[src/rtl/fp_div_ctrl_pkg.sv]
// Shared definitions for the fp clock divider controller.
//   fp_state_e  : controller state encoding (IDLE / RUN / PEND)
//   FP_MIN_DIV  : smallest divide ratio the divider can produce
//   ratio_ok()  : legality check applied to an offered divide ratio
package fp_div_ctrl_pkg;

    typedef enum logic [1:0] {
        FP_IDLE = 2'd0,
        FP_RUN  = 2'd1,
        FP_PEND = 2'd2
    } fp_state_e;

    localparam int unsigned FP_MIN_DIV = 2;

    // Ratios of 0 and 1 cannot form a period with both a high and a low phase.
    function automatic logic ratio_ok(input logic [31:0] n);
        return (n >= 32'(FP_MIN_DIV));
    endfunction

endpackage

[src/rtl/fp_div_ctrl_if.sv]
// Divide-ratio configuration port (valid/ready with an error pulse).
//   cfg_valid : new ratio offered (master -> slave)
//   cfg_div   : requested ratio (master -> slave)
//   cfg_ready : ratio can be taken this cycle (slave -> master)
//   cfg_err   : 1-cycle pulse, offered ratio was illegal and dropped (slave -> master)
interface fp_div_ctrl_if #(
    parameter int CNT_W = 8
) ();
    logic             cfg_valid;
    logic [CNT_W-1:0] cfg_div;
    logic             cfg_ready;
    logic             cfg_err;

    modport master (
        output cfg_valid,
        output cfg_div,
        input  cfg_ready,
        input  cfg_err
    );

    modport slave (
        input  cfg_valid,
        input  cfg_div,
        output cfg_ready,
        output cfg_err
    );
endinterface

[src/rtl/fp_period_cnt.sv]
// Period counter for the fp clock divider.
//   clk, rst_n : clock and asynchronous active-low reset
//   clr        : force the count to zero (held while the divider is idle)
//   run        : advance the count
//   max        : current divide ratio; the count runs 0..max-1
//   cnt        : current position within the period
//   wrap       : high on the last count of the period (cnt == max-1)
module fp_period_cnt #(
    parameter int CNT_W = 8
) (
    input  logic             clk,
    input  logic             rst_n,
    input  logic             clr,
    input  logic             run,
    input  logic [CNT_W-1:0] max,
    output logic [CNT_W-1:0] cnt,
    output logic             wrap
);

    assign wrap = (cnt == (max - 1'b1));

    always_ff @(posedge clk or negedge rst_n) begin
        if (!rst_n) begin
            cnt <= '0;
        end else if (clr) begin
            cnt <= '0;
        end else if (run) begin
            cnt <= wrap ? '0 : cnt + 1'b1;
        end
    end

endmodule

[src/rtl/fp_div_ctrl.sv]
// Runtime-programmable clock divider controller for the fp clock-generation path.
// Ratio changes and start/stop requests take effect only at period boundaries,
// so div_out never glitches or truncates a period.
//   clk, rst_n : clock and asynchronous active-low reset
//   en         : run request (level)
//   cfg        : divide-ratio config port (slave side)
//   div_out    : divided clock, registered
//   tick       : 1-cycle pulse on the first clk of each div_out period, registered
//   busy       : high whenever the controller is not idle
//
//   state | meaning
//   IDLE  | stopped, outputs low, counter held at 0, ratio loads directly
//   RUN   | dividing with cur_div, config accepted
//   PEND  | dividing with cur_div, pend_div waits for the wrap, config blocked
module fp_div_ctrl
    import fp_div_ctrl_pkg::*;
#(
    parameter int CNT_W   = 8,
    parameter int DEF_DIV = 2
) (
    input  logic          clk,
    input  logic          rst_n,
    input  logic          en,
    fp_div_ctrl_if.slave  cfg,
    output logic          div_out,
    output logic          tick,
    output logic          busy
);

    fp_state_e        state, state_nxt;
    logic [CNT_W-1:0] cur_div, cur_div_nxt;
    logic [CNT_W-1:0] pend_div, pend_div_nxt;
    logic [CNT_W-1:0] cnt, cnt_nxt;
    logic             wrap;
    logic             xfer, load, bad;
    logic             err_q;

    fp_period_cnt #(.CNT_W(CNT_W)) u_cnt (
        .clk   (clk),
        .rst_n (rst_n),
        .clr   (state == FP_IDLE),
        .run   (state != FP_IDLE),
        .max   (cur_div),
        .cnt   (cnt),
        .wrap  (wrap)
    );

    assign cfg.cfg_ready = (state != FP_PEND);
    assign cfg.cfg_err   = err_q;
    assign busy          = (state != FP_IDLE);

    assign xfer = cfg.cfg_valid && cfg.cfg_ready;
    assign load = xfer && ratio_ok(32'(cfg.cfg_div));
    assign bad  = xfer && !ratio_ok(32'(cfg.cfg_div));

    always_ff @(posedge clk or negedge rst_n) begin
        if (!rst_n) begin
            state    <= FP_IDLE;
            cur_div  <= CNT_W'(DEF_DIV);
            pend_div <= CNT_W'(DEF_DIV);
        end else begin
            state    <= state_nxt;
            cur_div  <= cur_div_nxt;
            pend_div <= pend_div_nxt;
        end
    end

    always_comb begin
        state_nxt    = state;
        cur_div_nxt  = cur_div;
        pend_div_nxt = pend_div;
        case (state)
            FP_IDLE: begin
                if (load) cur_div_nxt = cfg.cfg_div;
                if (en)   state_nxt   = FP_RUN;
            end
            FP_RUN: begin
                if (wrap && !en) begin
                    // Stopping at this boundary: nothing left to defer to,
                    // so an accepted ratio goes straight into cur_div.
                    state_nxt = FP_IDLE;
                    if (load) cur_div_nxt = cfg.cfg_div;
                end else if (load) begin
                    pend_div_nxt = cfg.cfg_div;
                    state_nxt    = FP_PEND;
                end
            end
            FP_PEND: begin
                if (wrap) begin
                    cur_div_nxt = pend_div;
                    state_nxt   = en ? FP_RUN : FP_IDLE;
                end
            end
            default: state_nxt = FP_IDLE;
        endcase
    end

    // Outputs are decoded from the values the counter and ratio take on the
    // coming edge, so the registered div_out/tick line up with cnt.
    assign cnt_nxt = ((state == FP_IDLE) || wrap) ? '0 : cnt + 1'b1;

    always_ff @(posedge clk or negedge rst_n) begin
        if (!rst_n) begin
            div_out <= 1'b0;
            tick    <= 1'b0;
            err_q   <= 1'b0;
        end else begin
            div_out <= (state_nxt != FP_IDLE) && (cnt_nxt < (cur_div_nxt >> 1));
            tick    <= (state_nxt != FP_IDLE) && (cnt_nxt == '0);
            err_q   <= bad;
        end
    end

endmodule
[src/flat_wrapper.sv]
// flat-port wrapper written by rule: the top's interface ports become plain ports
module fp_div_ctrl_flat import fp_div_ctrl_pkg::*;
#(
    parameter int CNT_W   = 8,
    parameter int DEF_DIV = 2
)
  (clk, rst_n, en, div_out, tick, busy, cfg_cfg_valid, cfg_cfg_div, cfg_cfg_ready, cfg_cfg_err);
  fp_div_ctrl_if #(.CNT_W(CNT_W)) cfg_i ();
  input  logic clk;
  input  logic rst_n;
  input  logic en;
  output logic div_out;
  output logic tick;
  output logic busy;
  input wire logic [$bits(cfg_i.cfg_valid)-1:0] cfg_cfg_valid;
  input wire logic [$bits(cfg_i.cfg_div)-1:0] cfg_cfg_div;
  output wire logic [$bits(cfg_i.cfg_ready)-1:0] cfg_cfg_ready;
  output wire logic [$bits(cfg_i.cfg_err)-1:0] cfg_cfg_err;
  assign cfg_i.cfg_valid = cfg_cfg_valid;
  assign cfg_i.cfg_div = cfg_cfg_div;
  assign cfg_cfg_ready = cfg_i.cfg_ready;
  assign cfg_cfg_err = cfg_i.cfg_err;
  fp_div_ctrl #(.CNT_W(CNT_W), .DEF_DIV(DEF_DIV)) u_core (.clk(clk), .rst_n(rst_n), .en(en), .cfg(cfg_i), .div_out(div_out), .tick(tick), .busy(busy));
endmodule
[config.mk]
export PLATFORM = sky130hd
export DESIGN_NAME = fp_div_ctrl_flat
export DESIGN_NICKNAME = d
export VERILOG_FILES = /design/src/rtl/fp_div_ctrl_pkg.sv /design/src/rtl/fp_div_ctrl_if.sv /design/src/rtl/fp_period_cnt.sv /design/src/rtl/fp_div_ctrl.sv /design/src/flat_wrapper.sv
export SDC_FILE = /design/constraint.sdc
export NUM_CORES = 1
export LEC_CHECK = 0
export ABC_CLOCK_PERIOD_IN_PS = 4430
export BUFFER_PORTS_ARGS = -buffer_cell sky130_fd_sc_hd__buf_4
export CORE_UTILIZATION = 48
export CTS_CLUSTER_DIAMETER = 200
export CTS_CLUSTER_SIZE = 30
export DETAILED_ROUTE_END_ITERATION = 10
export GPL_TIMING_DRIVEN = 0
export PLACE_DENSITY = 0.67
export SETUP_SLACK_MARGIN = 0.4
export SLEW_MARGIN = 20
export SYNTH_ARGS = -nofsm -noshare
export SYNTH_HDL_FRONTEND = slang
export SYNTH_SLANG_ARGS = --single-unit
[constraint.sdc]
create_clock -name clk -period 4.43 [get_ports clk]
set_input_delay 0.6645 -clock clk [delete_from_list [all_inputs] [get_ports clk]]
set_output_delay 0.6645 -clock clk [all_outputs]
set_load 0.02 [all_outputs]
# Yosys cells after proc, flatten, opt, wreduce, memory -nomap -nowiden

Index checks and enable logic that the tools add are counted.
Widths: inputs -> output; s select.

Bits in registers: 29

Add/sub/neg operators: 2
Equality and inequality tests: 6
Reduce and logical (&&, ||, !) cells: 17
Multiplexer cells: 14
$lt $le $gt $ge: 2
Bitwise gates (word level): 1

Operators by type and width:

| operator            | number |
|---|---|
| $mux 8              | 7 |
| $pmux 8 s3          | 1 |
| $add 8x1->8 const B | 1 |
| $eq 8x8->1          | 1 |
| $ge 8x2->1 const B  | 1 |
| $logic_not 8->1     | 1 |
| $lt 8x7->1          | 1 |
| $mux 2              | 4 |
| $sub 8x1->8 const B | 1 |
| $logic_and 1x1->1   | 6 |
| $pmux 2 s3          | 1 |
| $reduce_and 3->1    | 2 |
| $reduce_bool 2->1   | 3 |
| $ne 2x2->1 const B  | 2 |
| $reduce_bool 3->1   | 1 |
| $eq 2x1->1 const B  | 1 |
| $eq 2x2->1 const B  | 1 |
| $logic_not 1->1     | 2 |
| $logic_not 2->1     | 1 |
| $ne 2x1->1 const B  | 1 |
| $logic_or 1x1->1    | 1 |
| $mux 1              | 1 |
| $not 1->1           | 1 |

# Longest topological paths before layout

Gate-level depths: netlist of the first run.

Word-level depth: 8
Gate-level depth with buffers: 17

# Hierarchy

From an unflattened synthesis of the first run, not the netlist that was laid out.

Cell total of the unflattened synthesis: 227
Area, all modules: 2129.5 µm²

By module, submodules not included:

| module        | area an instance (µm²) | instances | seq. area each (µm²) | cells an instance |
|---|---|---|---|---|
| fp_div_ctrl   | 1408.9                 | 1         | 528.0                | 142 |
| fp_period_cnt | 720.7                  | 1         | 200.2                | 85 |

# Worst setup path before layout of the first run

OpenSTA, ideal clock, no wires.

Kind: flip-flop to flip-flop
Start point: register u_core.cur_div[1]
End point: register u_core.div_out
Data required time: 4.352 ns
Path buffers: 2
Clock period less this slack: 3.518 ns
Slack: 0.912 ns
Arrival time: 3.441 ns
Library setup time: 0.078 ns
Stages on the path, launching flop included: 18
Cells stage by stage: dfstp_2 inv_1 ha_1 or3_1 a31oi_1 nand4_1 a21o_1 buf_6 nor3_4 nor3_2 buf_6 a221oi_1 ha_1 a21o_1 a221o_1 a21oi_1 o221ai_1 a21oi_1

Cells in the longest elaborated chain, start to end: 7

RTL lines:

| what                                            | line                | text |
|---|---|---|
| start, declared                                 | fp_div_ctrl.sv:31   | `logic [CNT_W-1:0] cur_div, cur_div_nxt;` |
| start signal, assigned                          | fp_div_ctrl.sv:59   | `cur_div <= CNT_W'(DEF_DIV);` |
| start signal, assigned                          | fp_div_ctrl.sv:63   | `cur_div <= cur_div_nxt;` |
| $sub 8x1->8                                     | fp_period_cnt.sv:20 | `assign wrap = (cnt == (max - 1'b1));` |
| $eq 8x8->1                                      | fp_period_cnt.sv:20 |  |
| $logic_and 1x1->1                               | fp_div_ctrl.sv:78   | `if (wrap && !en) begin` |
| $mux 8 or $mux 2 (tied branches)                | fp_div_ctrl.sv:78   |  |
| $pmux 8 s3 or $pmux 2 s3 (tied branches)        | fp_div_ctrl.sv:72   | `case (state)` |
| $lt 8x7->1 or $reduce_bool 2->1 (tied branches) | fp_div_ctrl.sv:108  | `div_out <= (state_nxt != FP_IDLE) && (cnt_nxt < (cur_div_nxt >> 1));` |
| $logic_and 1x1->1 (*)                           | fp_div_ctrl.sv:108  |  |
| end signal, assigned                            | fp_div_ctrl.sv:108  |  |
| end, declared                                   | fp_div_ctrl.sv:25   | `output logic div_out,` |

Mark *: on every way between the ends. The rest lies on a longest branch, timed or not. The select of a mux whose other input is x is not followed.
A chain may end at the register's enable or synchronous reset.

# Worst setup path after layout of the first run

Same ends and word-level chain as after synthesis.

==> results.md, run 1 <==
- Status: finished clean
- Worst slew pin tran: 0.5666 ns
- Initial DRC count: 61
- Post-synthesis mux area share: 4.787%
- Clock Skew: 0.008866 ns
- Fin crit period: 3.832 ns
- Cell Int Power: 950.9 uW
- Area delta synth->final: 20.88%
- Post-synth top area share: 35.90%
- Max incr delay on CP: 0.56 ns
- Routed wire length: 4548 um
- Sequential power share: 30.7%
- Worst R2R Setup Slack: 0.60 ns
- Post-synthesis cell type count: 49
- Nets: 238
- DRT Pass-1 Iters: 4
- Total CTS buffers: 5
- M1 WL: 1986 um
- Area share of xor/xnor cells in the synthesized design: 7.447%
- Comb power frac: 54.3%
- Layout cells sized above 1: 27.40%
- # setup viols final: 0
- Vias in the first global route: 1576
- Core footprint: 3716 sq um
- Synth area leaders: dfrtp_1 (36%), xnor2_1 (6.1%), ha_1 (5.3%)
- Pre-CTS WS: 0.2887 ns
- Worst setup EP type: register
- Syn Std Cell Area: 1882 sq um
- Largest fanout on the critical path: 10
- Pin count of the biggest net entering global routing: 30
- Most common cell after layout, fill and taps aside: dfrtp_1
- Initial Util: 50.64%
- Crit-path slowest cell: dfstp_2
- Initial antenna violation count: 0
- Post-synthesis sequential area ratio: 38.70%
- Post-synthesis adder-cell area fraction: 5.851%
- Worst path top cell family by delay: compound AO/OA/AOI/OAI gates
- Post-route ant nets: 0
- Top cell type by total area after synthesis: dfrtp_1
- Setup ws final: 0.5978 ns
- Number of I/O port buffers: 16
- Max-cap violations: 0
- Die Footprint: 4175 sq um
- Critical path data required time: 4.65 ns
- CP Class: reg2reg
- Share of synthesized flip-flops with an asynchronous set or reset: 100.0%
- IO Count: 17
- Die width: 64.62 um
- Commonest cells after routing, fill and taps aside: dfrtp_1 (27), buf_4 (22), nor2_1 (18)
- Clk_lat worst skew: 0.29 ns
- Cell count after synthesis: 189
- Clock power frac: 14.9%
- Syn avg cell area: 9.957 sq um
- Diode count: 0
- Via density: 6.015
- Filler cell count: 318
- Slew Viols, Final: 0
- Met2 wire len: 2189 um
- First-pass GRT wire length: 7465 um
- P_sw: 684.0 uW
- RSZ-0062 raised after global routing: no
- GRT Util Overall: 24.28%
- Max_slew headroom: 61.88%
- Worst Setup SP: u_core.cur_div[1]$_DFF_PN1_
- Number of synthesized register bits: 29
- Worst Path Buf+Inv: 3
- GR Overflow Total: 0
- Die H: 64.62 um
- Hpwl dp: 3183 um
- Startpoint Class: register
- Simple-gate share of the synthesized area: 20.88%
- H-tree depth: 2
- Hold_buf cts: 0
- Vias: 1606
- Post-synth top flop: dfrtp_1
- Row count: 22
- Routed len/inst: 17.03 um
- Largest family of logic cells by synthesized area: simple AND/OR/NAND/NOR gates
- DR top layer: met4
- Hold WC Path Type: in2async
- Max Freq: 261.0 MHz
- Sinks on the clock net: 29
- Synth warn: 0
- Compound-Gate Fraction of Synth Area: 18.15%
- Leak Pwr: 0.001023 uW
- Final core area utilization: 61.21%
- Maximum vdd ir drop: 0.2952 mV
- Final GP Congestion: 0.9033
- CTS Buffer Depth: 2
- Worst reg2reg path startpoint: u_core.cur_div[1]$_DFF_PN1_
- Wire length on met3: 258 um
- Final Hold Viols: 0
- CTS tree: done
- Switch share: 41.84%
- Crit path cell chain: inv_2 > ha_4 > or3_1 > a31oi_1 > nand4_1 > a21o_1 > buf_6 > nor3_4 > nor3_4 > buf_6 > a221oi_4 > ha_1 > a21o_1 > a221o_1 > a21oi_2 > o221ai_2 > a21oi_2
- Clock-pin slew on the worst setup and hold paths: 0.07 ns
- Period utilisation layout: 86.50%
- CTS root buffer: clkbuf_8
- Crit path DAT: 4.05 ns
- Synthesized net count: 209
- Post-synth EDFFs: 0
- DR DRC count: 0
- Setup_tns: 0 ns
- PwrDens: 718.8 nW/um^2
[flip-flops by register name, indices dropped and copies added, names as in the netlist]
register and count:
u_core.cfg.cfg_err 1, u_core.cur_div 8, u_core.div_out 1, u_core.pend_div 8
u_core.state 2, u_core.tick 1, u_core.u_cnt.cnt 8
[per-layer routing]
layer,vias to the layer above,GRT usage [%]
li1,764,-
met1,786,31.61
met2,43,38.55
met3,13,5.810
met4,0,10.00
met5,-,0
[path summary, 6_finish.rpt]
check                                                 endpoint  depth (start not counted)
worst max-delay path                  u_core.div_out$_DFF_PN0_                         17
worst min-delay path             u_core.u_cnt.cnt[5]$_DFF_PN0_                          1
worst max register to register        u_core.div_out$_DFF_PN0_                         17
worst min register to register  u_core.pend_div[0]$_DFFE_PN0P_                          1
max in group asynchronous       u_core.pend_div[1]$_DFFE_PN1P_                          1
min in group clk                u_core.pend_div[0]$_DFFE_PN0P_                          1
[cell usage after synthesis, drive strengths merged, types with 4 or more instances]
cell type	n
nand2	6
clkbuf	4
a221o	7
mux2	8
inv	4
ha	8
buf	6
a221oi	6
and2	6
a21oi	7
and3	7
a31oi	5
nand2b	4
dfrtp	27
nor3	7
xnor2	13
nor2	19
[stage by stage]
stage,cell area (sq um),total power [uW],hold WS [ns],cells
2_1_floorplan,1882,1078,0.3689,189
3_3_place_gp,2062,1252,0.4944,253
3_5_place_dp,2062,1280,0.5078,253
4_1_cts,2188,1542,0.3031,263
5_1_grt,2275,1760,0.3168,267
6_report,2275,1635,0.2906,267
[repair_timing]
| item | 4_1_cts | 5_1_grt |
|---|---|---|
| endpoints found under the hold margin | 0 | 0 |
| setup endpoints to repair | 1 | 1 |
| buffers inserted | 2 | 4 |
| pin swaps | 1 | 6 |
| resized for setup | 2 | 10 |
[power by group through the flow]
stage                     sequential, uW  combinational [uW]  clock, uW
after floorplan                      466                 612          0
after global placement               486                 765          0
after detailed placement             492                 787          0
after CTS                            489                 803        250
after global routing                 512                 987        261
final                                502                 888        244
[cell type report]
class	count	area, sq um	share of cell area [%]
clock buffers	7	96.34	4.235
inverters	4	15.01	0.6601
clock inverters	1	5.005	0.2200
multi-input cells	146	1141	50.16
plain buffers	10	63.81	2.805
flip-flops and latches	29	728.2	32.01
repair buffers	22	165.2	7.261
well taps	48	60.06	2.640
[logic make-up after synthesis]
logic type | Yosys count
compound gates | 45
xor+xnor | 16
fa+ha+maj | 9
buf+inv | 14
flops | 29
mux | 8
simple gates | 68
Note: power is estimated with default switching activity, not from simulation.
==> run 2: changes to the inputs <==
--- a/config.mk
+++ b/config.mk
@@ -12,9 +12,10 @@
 export CTS_CLUSTER_SIZE = 30
 export DETAILED_ROUTE_END_ITERATION = 10
 export GPL_TIMING_DRIVEN = 0
-export PLACE_DENSITY = 0.67
+export PLACE_DENSITY = 0.66
 export SETUP_SLACK_MARGIN = 0.4
 export SLEW_MARGIN = 20
 export SYNTH_ARGS = -nofsm -noshare
 export SYNTH_HDL_FRONTEND = slang
+export SYNTH_HIERARCHICAL = 1
 export SYNTH_SLANG_ARGS = --single-unit
==> results.md, run 2 <==
- Cell Count, Final, Fillers Out: 306
- Pre-CTS WS: -0.06293 ns
- Post-synth EDFFs: 0
- Pin count of the biggest net entering global routing: 30
- Biggest regs: u_core/cur_div (8), u_core/pend_div (8), u_core/u_cnt/cnt (8)
- GRT Util Overall: 23.88%
- Hpwl dp: 3600 um
- Clk_lat worst skew: 0.30 ns
- Post-synthesis sequential area ratio: 34.20%
- Routed wire length: 5144 um
- Critical path data required time: 4.64 ns
- Hold_buf cts: 0
- Worst slew pin tran: 0.5140 ns
- Via density: 5.931
- IO Count: 17
- Area delta synth->final: 17.92%
- Max Freq: 248.6 MHz
- Filler cell count: 362
- Die H: 68.61 um
- # setup viols final: 0
- DP Cell Count: 293
- Status: finished clean
- Largest fanout on the critical path: 5
- Syn avg cell area: 9.381 sq um
- Synth warn: 6
- Worst setup EP type: register
- Initial Util: 51.75%
- CTS Buffer Depth: 2
- Cell count after synthesis: 227
- Number of I/O port buffers: 16
- Max_slew headroom: 65.73%
- Crit path DAT: 4.23 ns
- Sinks on the clock net: 29
- Row count: 23
- Tot Pwr: 1525 uW
- PwrDens: 607.5 nW/um^2
- Most common cell after layout, fill and taps aside: dfrtp_1
- GR Overflow Total: 0
- Clock-pin slew on the worst setup and hold paths: 0.08 ns
- Share of synthesized flip-flops with an asynchronous set or reset: 100.0%
- Final GP Congestion: 0.8151
- Initial antenna violation count: 0
- Register area: 729.5 sq um
- Top cell type by total area after synthesis: dfrtp_1
- RSZ-0062 raised after global routing: yes
- Fin crit period: 4.023 ns
- Synth area leaders: dfrtp_1 (32%), ha_1 (5.3%), mux2_2 (5.3%)
- Routed len/inst: 16.81 um
- Final Hold Viols: 0
- Post-route ant nets: 0
- CTS tree: done
- Post-synth top flop: dfrtp_1
- CP Class: reg2reg
- First-pass GRT wire length: 8128 um
- Vias: 1815
- Post-synthesis cell type count: 60
- Die width: 68.61 um
- Post-synth top area share: 31.73%
- Core footprint: 4115 sq um
- Max-cap violations: 0
- Leak Pwr: 0.001070 uW
- Setup ws final: 0.4068 ns
- Startpoint Class: register
- Nets: 276
- Multi-input logic area: 1391 sq um
- Vias in the first global route: 1692
- Total CTS buffers: 5
- Period utilisation layout: 90.82%
- Initial DRC count: 113
- DRT Pass-1 Iters: 5
- CTS root buffer: clkbuf_8
- Synth top cells by count: dfrtp_1 (27), nor2_1 (17), nand2_1 (12)
- Diode count: 0
- Commonest cells after routing, fill and taps aside: dfrtp_1 (26), buf_4 (22), nor2_1 (17)
- H-tree depth: 2
- Clock Skew: 0.01127 ns
- Synthesized net count: 248
- Top-count cell post-synth: dfrtp_1
- Slew Viols, Final: 0
- Die Footprint: 4707 sq um
- Number of synthesized register bits: 29
- Layout cells sized above 1: 25.78%
- Maximum vdd ir drop: 0.2863 mV
- Hold WC Path Type: in2async
- DR DRC count: 0
- Syn Std Cell Area: 2130 sq um
-- run 2: cell types whose count changed in the layout (fill, tap and decap cells not counted), moves of 5 or more --
cell	change
a221o_1	-7
a2111oi_0	+5
nand3_1	+7
mux2i_1	+9
a21oi_1	+5
inv_1	+6
nand2_1	+6
-- run 2: where the power goes --
part | switching [uW] | internal [uW]
sequential | 119 | 372
combinational | 433 | 377
clock | 117 | 108
-- run 2: critical path: stages, from the launching register on --
cell and delay [ns]:
dfrtp_2 0.42, inv_2 0.07, ha_4 0.15, or3b_4 0.39
or4_1 0.40, a211o_1 0.30, a211oi_4 0.33, nand2b_4 0.11
and2_4 0.17, or3b_4 0.39, mux2i_1 0.15, mux2_4 0.30
ha_4 0.25, a21o_1 0.16, a21oi_2 0.11, o211ai_1 0.09
a21oi_1 0.15
-- run 2: layout make-up --
| type | instances | share of cell area [%] |
|---|---|---|
| well taps | 50 | 2.491 |
| flip-flops and latches | 29 | 29.05 |
| clock buffers | 5 | 2.740 |
| repair buffers | 21 | 6.278 |
| plain buffers | 10 | 1.694 |
| multi-input cells | 177 | 55.41 |
| inverters | 11 | 1.644 |
| clock inverters | 3 | 0.6976 |
-- run 2: metal layers --
layer	share of wire, %	routed length (um)	GRT usage, %	vias up
li1	-	-	-	904
met1	50	2596	33.47	872
met2	44	2289	36.52	33
met3	3.8	194	4.605	6
met4	1.2	63	7.813	0
met5	0	0	0	-
-- run 2: worst paths after layout --
| kind | from | end | slack [ns] | cells after the start |
|---|---|---|---|---|
| max | u_core/cur_div[0]$_DFFE_PN0P_ | u_core/div_out$_DFF_PN0_ | 0.41 | 16 |
| max reg2reg | u_core/cur_div[0]$_DFFE_PN0P_ | u_core/div_out$_DFF_PN0_ | 0.41 | 16 |
| min reg2reg | u_core/pend_div[0]$_DFFE_PN0P_ | u_core/pend_div[0]$_DFFE_PN0P_ | 0.51 | 1 |
| min | rst_n | u_core/u_cnt/cnt[1]$_DFFE_PN0P_ | 0.29 | 1 |
| max in group asynchronous | rst_n | u_core/cur_div[1]$_DFF_PN1_ | 3.81 | 1 |
| min in group clk | u_core/pend_div[0]$_DFFE_PN0P_ | u_core/pend_div[0]$_DFFE_PN0P_ | 0.51 | 1 |
-- run 2: through the flow --
step	util, %	hold slack, ns	cell area (sq um)	setup TNS, ns
2_1_floorplan	-	0.3689	2161	0
3_3_place_gp	56.95	0.4887	2344	-0.03328
3_5_place_dp	56.95	0.4971	2344	-0.06293
4_1_cts	60.23	0.3021	2479	0
5_1_grt	61.02	0.3243	2511	0
6_report	61.02	0.2881	2511	0
-- run 2: logic make-up after synthesis --
group / Yosys count / synth area share (%)
buffers and inverters: 21 / 3.937
xor gates and xnor gates: 16 / 6.581
adders and majority gates: 9 / 5.288
and+or+nand+nor: 83 / 22.33
muxes: 19 / 9.518
AOI/OAI and AO/OA: 50 / 18.16
DFF: 29 / 34.20
-- run 2: timing repair --
item / in CTS / in global routing
pin swaps: 5 / 4
setup endpoints to repair: 1 / 1
resized for setup: 7 / 3
setup buffers: 3 / 2
==> run 3: changes to the inputs <==
--- a/config.mk
+++ b/config.mk
@@ -12,7 +12,7 @@
 export CTS_CLUSTER_SIZE = 30
 export DETAILED_ROUTE_END_ITERATION = 10
 export GPL_TIMING_DRIVEN = 0
-export PLACE_DENSITY = 0.66
+export PLACE_DENSITY = 0.64
 export SETUP_SLACK_MARGIN = 0.4
 export SLEW_MARGIN = 20
 export SYNTH_ARGS = -nofsm -noshare
==> results.md, run 3 (synthesized netlist as in run 2, its figures left out) <==
- GRT Util Overall: 24.60%
- Clock Skew: 0.003231 ns
- Worst setup EP type: register
- Total CTS buffers: 5
- Initial DRC count: 122
- Status: finished clean
- Sinks on the clock net: 29
- Period utilisation layout: 90.61%
- DRT Pass-1 Iters: 7
- Layout cells sized above 1: 27.13%
- Initial antenna violation count: 0
- DR DRC count: 0
- Post-route ant nets: 0
- Hold WC Path Type: in2async
- IO Count: 17
- Filler cell count: 359
- Worst slew pin tran: 0.5595 ns
- Via density: 6.084
- Biggest regs: u_core/cur_div (8), u_core/pend_div (8), u_core/u_cnt/cnt (8)
- Initial Util: 51.75%
- Vias: 1874
- Final GP Congestion: 0.8751
- Crit path DAT: 4.23 ns
- Routed wire length: 5170 um
- Area delta synth->final: 19.21%
- CTS root buffer: clkbuf_8
- Core footprint: 4115 sq um
- Max Freq: 249.1 MHz
- Commonest cells after routing, fill and taps aside: dfrtp_1 (26), buf_4 (24), nor2_1 (17)
- RSZ-0062 raised after global routing: yes
- Hpwl dp: 3628 um
- Setup ws final: 0.4158 ns
- Pre-CTS WS: -0.1343 ns
- CP Class: reg2reg
- Clock power frac: 14.2%
- Final core area utilization: 61.69%
- Clk_lat worst skew: 0.28 ns
- Routed len/inst: 16.79 um
- # setup viols final: 0
- PwrDens: 611.5 nW/um^2
- Comb power frac: 54.1%
- Startpoint Class: register
- Maximum vdd ir drop: 0.3371 mV
- Number of I/O port buffers: 16
- Die H: 68.61 um
- Sequential power share: 31.7%
- Slew Viols, Final: 0
- Vias in the first global route: 1746
- Fin crit period: 4.014 ns
- P_sw: 680.3 uW
- Max_slew headroom: 62.70%
- Die width: 68.61 um
- Clock-pin slew on the worst setup and hold paths: 0.07 ns
- Critical path data required time: 4.64 ns
- DP Cell Count: 293
- H-tree depth: 2
- GR Overflow Total: 0
- Diode count: 0
- Die Footprint: 4707 sq um
- Switch share: 43.82%
- Largest fanout on the critical path: 5
- Cell Count, Final, Fillers Out: 308
- CTS tree: done
- Hold_buf cts: 0
- Max-cap violations: 0
- First-pass GRT wire length: 8376 um
- Most common cell after layout, fill and taps aside: dfrtp_1
- CTS Buffer Depth: 2
- Leak Pwr: 0.001085 uW
- Pin count of the biggest net entering global routing: 30
- Setup_tns: 0 ns
- Final Hold Viols: 0
- Nets: 278
- Row count: 23
- Cell Int Power: 872.1 uW
==> run 3: cell types whose count changed in the layout (fill, tap and decap cells not counted), sizes merged <==
cell  change
buf       +2
==> run 3: timing repair <==
| item | in CTS | in global routing |
|---|---|---|
| resized for setup | 6 | 7 |
| pin swaps | 5 | 6 |
| gates cloned | 0 | 0 |
| setup buffers | 6 | 1 |
| setup endpoints to repair | 1 | 1 |
==> run 3: path summary, 6_finish.rpt <==
| check | slack, ns | startpoint | end | cells after the start |
|---|---|---|---|---|
| setup / recovery | 0.42 | u_core/cur_div[0]$_DFFE_PN0P_ | u_core/div_out$_DFF_PN0_ | 15 |
| hold / removal | 0.30 | rst_n | u_core/u_cnt/cnt[5]$_DFFE_PN0P_ | 1 |
| setup reg to reg | 0.42 | u_core/cur_div[0]$_DFFE_PN0P_ | u_core/div_out$_DFF_PN0_ | 15 |
| hold reg to reg | 0.50 | u_core/pend_div[0]$_DFFE_PN0P_ | u_core/pend_div[0]$_DFFE_PN0P_ | 1 |
| max in group asynchronous | 3.80 | rst_n | u_core/pend_div[1]$_DFFE_PN1P_ | 1 |
| min in group clk | 0.50 | u_core/pend_div[0]$_DFFE_PN0P_ | u_core/pend_div[0]$_DFFE_PN0P_ | 1 |
==> run 3: layer usage <==
metal  track usage [%]  vias up  routed length [um]
met3             6.250       10                 253
met5                 0        -                   0
li1                  -      909                   -
met1             33.98      903                2570
met4             7.813        0                  65
met2             37.25       52                2281
==> run 3: power groups by stage <==
stage	registers, uW	clock network [uW]	logic (uW)
global placement	495	0	734
global route	504	237	931
detailed placement	495	0	746
floorplan	466	0	577
CTS	487	226	798
finish	492	221	839
==> run 3: worst max-delay path, stage by stage (launching register included) <==
cell	delay, ns
dfrtp_2	0.42
inv_2	0.07
ha_4	0.14
or3b_4	0.39
or4_1	0.40
a211o_1	0.31
a211oi_4	0.33
nand2b_4	0.11
and2_4	0.16
or3b_4	0.38
mux2i_1	0.15
mux2_4	0.30
ha_2	0.21
a211oi_4	0.25
o221ai_2	0.15
a21oi_2	0.18
==> run 3: area by class of cell <==
type / instances / area (sq um) / area share, %
well taps: 50 / 62.56 / 2.464
multi-input cells: 177 / 1404 / 55.30
clock buffers: 5 / 68.82 / 2.711
repair buffers: 23 / 172.7 / 6.801
clock inverters: 3 / 17.52 / 0.6900
flip-flops and latches: 29 / 729.5 / 28.73
plain buffers: 10 / 42.54 / 1.676
inverters: 11 / 41.29 / 1.626
==> run 3: stage by stage <==
stage | instance area, sq um | total power (uW) | hold WS, ns
5_1_grt | 2539 | 1671 | 0.3301
4_1_cts | 2492 | 1512 | 0.3069
6_report | 2539 | 1552 | 0.3029
2_1_floorplan | 2161 | 1043 | 0.3689
3_3_place_gp | 2344 | 1229 | 0.4872
3_5_place_dp | 2344 | 1241 | 0.4914
